<file path="config.mk">
export PLATFORM = sky130hd
export DESIGN_NAME = serial_adder8
export DESIGN_NICKNAME = d
export VERILOG_FILES = /design/src/rtl/serial_adder8.sv
export SDC_FILE = /design/constraint.sdc
export NUM_CORES = 1
export LEC_CHECK = 0
export BUFFER_PORTS_ARGS = -buffer_cell sky130_fd_sc_hd__buf_2
export CORE_UTILIZATION = 35
export CTS_CLUSTER_DIAMETER = 30
export DETAILED_ROUTE_END_ITERATION = 6
export PLACE_DENSITY = 0.55
export SLEW_MARGIN = 10
export SYNTH_ARGS = -nofsm -noshare
export SYNTH_HDL_FRONTEND = slang
export SYNTH_SLANG_ARGS = --single-unit
export TNS_END_PERCENT = 10
</file>
<file path="constraint.sdc">
create_clock -name clk -period 1.1 [get_ports clk]
set_input_delay 0.165 -clock clk [delete_from_list [all_inputs] [get_ports clk]]
set_output_delay 0.165 -clock clk [all_outputs]
set_load 0.02 [all_outputs]
</file>
<file path="src/rtl/serial_adder8.sv">
// serial_adder8
//   Bit-serial adder: computes a + b + ci one bit per clock, LSB first,
//   through a single 1-bit full adder and a carry flip-flop. The result
//   is published on sum/co together with a one-cycle done pulse.
//
// Parameters
//   WIDTH  operand/sum width in bits (2..32)
//
// Ports
//   clk    system clock, all state updates on the rising edge
//   rst_n  synchronous active-low reset
//   start  begin an addition (only sampled while idle)
//   a, b   operands, captured on the accepting edge
//   ci     carry-in, captured on the accepting edge
//   busy   high while bits are being processed
//   done   one-cycle pulse, sum/co valid from this cycle on
//   sum    registered result, low WIDTH bits of a + b + ci
//   co     registered carry-out of the final bit
module serial_adder8 #(
    parameter int unsigned WIDTH = 8
) (
    input  logic             clk,
    input  logic             rst_n,
    input  logic             start,
    input  logic [WIDTH-1:0] a,
    input  logic [WIDTH-1:0] b,
    input  logic             ci,
    output logic             busy,
    output logic             done,
    output logic [WIDTH-1:0] sum,
    output logic             co
);

    localparam int unsigned CW = $clog2(WIDTH + 1);

    typedef enum logic [1:0] {
        IDLE = 2'd0,
        RUN  = 2'd1,
        DONE = 2'd2
    } state_t;

    state_t           state;
    state_t           state_nx;

    logic [WIDTH-1:0] a_sr;
    logic [WIDTH-1:0] b_sr;
    logic [WIDTH-1:0] res_sr;
    logic             carry;
    logic [CW-1:0]    bit_cnt;

    logic             fa_s;
    logic             fa_c;
    logic             last_bit;
    logic [WIDTH-1:0] res_nx;

    // Single full adder shared by every bit position.
    always_comb begin
        fa_s     = a_sr[0] ^ b_sr[0] ^ carry;
        fa_c     = (a_sr[0] & b_sr[0]) | (a_sr[0] & carry) | (b_sr[0] & carry);
        res_nx   = {fa_s, res_sr[WIDTH-1:1]};
        last_bit = (bit_cnt == CW'(WIDTH - 1));
    end

    always_ff @(posedge clk) begin
        if (!rst_n) begin
            state <= IDLE;
        end else begin
            state <= state_nx;
        end
    end

    always_comb begin
        state_nx = state;
        case (state)
            IDLE:    if (start) state_nx = RUN;
            RUN:     if (last_bit) state_nx = DONE;
            DONE:    state_nx = IDLE;
            default: state_nx = IDLE;
        endcase
    end

    // Datapath. sum/co are written only on the final RUN edge, so the
    // partially built result in res_sr is never visible on the outputs.
    always_ff @(posedge clk) begin
        if (!rst_n) begin
            a_sr    <= '0;
            b_sr    <= '0;
            res_sr  <= '0;
            carry   <= 1'b0;
            bit_cnt <= '0;
            sum     <= '0;
            co      <= 1'b0;
        end else begin
            case (state)
                IDLE: begin
                    if (start) begin
                        a_sr    <= a;
                        b_sr    <= b;
                        carry   <= ci;
                        bit_cnt <= '0;
                    end
                end
                RUN: begin
                    a_sr    <= a_sr >> 1;
                    b_sr    <= b_sr >> 1;
                    res_sr  <= res_nx;
                    carry   <= fa_c;
                    if (last_bit) begin
                        sum <= res_nx;
                        co  <= fa_c;
                    end else begin
                        bit_cnt <= bit_cnt + 1'b1;
                    end
                end
                default: ;
            endcase
        end
    end

    assign busy = (state == RUN);
    assign done = (state == DONE);

endmodule

</file>
==> flow_summary.toml <==
[route]
drt_iter0_drc = 78
totalWireLength_mm = 3.34
vias_per_cell = 4.87
drcViolationCount = 0
antenna_left = 0
detail_route.wl_per_cell_um = 11.3
dr.pass1.iters = 4
dr_total_vias = 1436

[cells_and_area]
seq_area_um2 = 786
antennaDiodeCount = 0
final_nets = 264
drive_above_1_share = 0.288
multi_input_area_um2 = 792
syn_to_final_growth_pct = 32.4
num-fill-cells = 448
instances_no_fill = 295

[clock_tree]
tritoncts = "built"
clk_latency_ns = 0.29
clkSlewWorstSetupHoldPaths_ns = 0.08
ctsHtreeMaxLevel = 2
numClockSinks = 39
cts_buffers = 5
root_buffer = "clkbuf_8"
clk_path_buf_depth = 2
cts_hold_buf = 0

[floorplanning]
dieHeight_um = 70.4
coreArea_mm2 = 0.00441
die-area_mm2 = 0.00496
die_w_um = 70.4
io_pins = 31
floorplan.rows = 24
start_util = 0.371

[worst_setup_path]
crit_chain = "nand2b_4, buf_12, nor3_4, buf_12, mux2i_1"
critPathMaxStageDelay_ns = 0.33
worst-setup-path-type = "register to register"
crit_arrival_ns = 1.44
path_buf_inv = 2
end_kind = "register"
cp_max_fo = 9
cp_top_family = "simple AND/OR/NAND/NOR gates"
worstSetupStartpointType = "register"
required_ns = 1.32
slowest_stage = "dfxtp_2"
critPathMostFrequentCell = "buf_12"
regToRegSetupSlack_ns = -0.13

[sta]
period_minus_slack_ns = 1.23
fin_skew_ns = 0.00491
slew_headroom = 0.794
hold_viol = 0
max_freq_mhz = 816
finalSetupTns_ns = -1.36
fin_crit_sh = 1.11
fin_ws_ns = -0.126
setup_viol = 23
maxSlewViolCount = 0
rsz0062_at_grt = "yes"
worst_pin_slew_ns = 0.309

[synthesis]
synth_xor_area_frac = 0
syn_nets = 219
synthSimpleGateAreaFrac = 0.204
synth-seq-cells = 39
ys_warn_count = 0
synth.most_common_cell = "nand2_1"
synth.top_cell.area_share = 0.476
synthArstFlopShare = 0
avgSynthCellArea_um2 = 8.32
synth_top_family_by_area = "simple AND/OR/NAND/NOR gates"
yosysTopAreaCell = "dfxtp_1"
synth_cell_types = 32
synth.cell_area_mm2 = 0.00164
synth_cells = 197
synth_compound_area_frac = 0.182
synth_edf_count = 0
ys.flop_type = "dfxtp_1"
synth.area.mux_share = 0.0550
synth_seq_area_share = 0.476
synth-adder-area-share = 0.0198
synth_commonest_cells = "nand2_1 (67), dfxtp_1 (39), a31oi_1 (15), o21ai_0 (15), mux2i_1 (9)"
synth.area.top_cells = "dfxtp_1 (48%), nand2_1 (15%), a31oi_1 (5.7%), mux2i_1 (5.5%), o21ai_0 (4.6%)"

[placement]
finalWeightedCongestion = 0.695
dp_cells = 284
port_buffers = 30
hpwl_mm = 2.31

[power_and_ir_drop]
leakagePower_nw = 0.888
power_density_mw_per_mm2 = 1500
ir_drop_v = 0.000826

[grt]
first_global_vias = 1350
gr-total-overflow = 0
grt_pass1_wl_mm = 5.80
antenna_found_initial = 0
grt_start_max_net_pins = 23
track_usage = 0.146

[status]
outcome = "finished, violations left"
violations = "setup timing"

[run]
cap_viol_max_count = 0

[hold_path]
min_path_type = "primary input to register"
what timing repair did:
| item | in CTS | in global routing |
|---|---|---|
| pin swaps | 2 | 0 |
| resized for setup | 7 | 8 |
| setup endpoints to repair | 34 | 33 |
| buffers inserted | 3 | 0 |
final timing paths:
kind            start       to  depth (start not counted)
max          state[1]   sum[3]                          5
min              b[5]  b_sr[5]                          3
max reg2reg  state[1]   sum[3]                          5
min reg2reg    sum[2]   sum[2]                          2
report_power, final:
| group | internal [mW] | switching, mW | total, mW |
|---|---|---|---|
| combinational | 0.169 | 0.181 | 0.349 |
| sequential | 1.48 | 0.0381 | 1.51 |
| clock | 0.907 | 0.490 | 1.40 |
per-layer routing:
layer | track usage | wire length [um] | up-vias
li1 | - | - | 763
met1 | 0.183 | 1590 | 636
met2 | 0.228 | 1570 | 33
met3 | 0.0577 | 153 | 4
met4 | 0.0467 | 25 | 0
met5 | 0 | 0 | -
metrics by stage:
step | hold slack [ns] | util | total power, mW | instance area [um^2] | worst slack, ns
finish | 0.123 | 0.491 | 3.26 | 2170 | -0.126
global route | 0.112 | 0.491 | 3.40 | 2170 | -0.192
CTS | 0.115 | 0.488 | 3.29 | 2160 | -0.136
detailed placement | 0.429 | 0.446 | 1.86 | 1970 | -0.143
global placement | 0.427 | 0.446 | 1.86 | 1970 | -0.102
floorplan | 0.318 | - | 1.74 | 1670 | -0.0432
cell families after synthesis:
kind of cell	count (synthesis)
compound gates	49
buf+inv	18
simple gates	80
fa+ha+maj	2
flops	39
mux	9
cells in the final DEF, fill, tap and decap left out, types with 2 or more instances in the layout:
cell,count
o21ai_0,12
bufinv_16,2
o22ai_1,2
nor2b_1,2
a31oi_1,15
dfxtp_1,35
buf_6,3
buf_12,3
clkbuf_8,5
dfxtp_2,4
o31a_1,2
mux2i_1,9
inv_1,2
buf_2,28
nand2_1,66
o21ai_1,4
nand3_1,2
buf_4,17
a32o_1,2
a21oi_1,8
a22o_1,2
flip-flops by register name, indices dropped and copies added (netlist names):
signal and flops:
a_sr 8, b_sr 8, bit_cnt 4, carry 1, co 1, res_sr 7
state 2, sum 8
cell type report:
class                   count  area share
clock buffers               6      0.0334
inverters                   4     0.00807
repair buffers             52       0.174
flip-flops and latches     39       0.362
well taps                  52      0.0300
multi-input cells         140       0.365
clock inverters             2      0.0277
worst min-delay path, delay by kind of cell:
family	cells	cell delay (ns)
buf+inv	1	0.10
compound gates	1	0.06
simple gates	1	0.04
No activity file was read; power rests on OpenSTA's default activity.
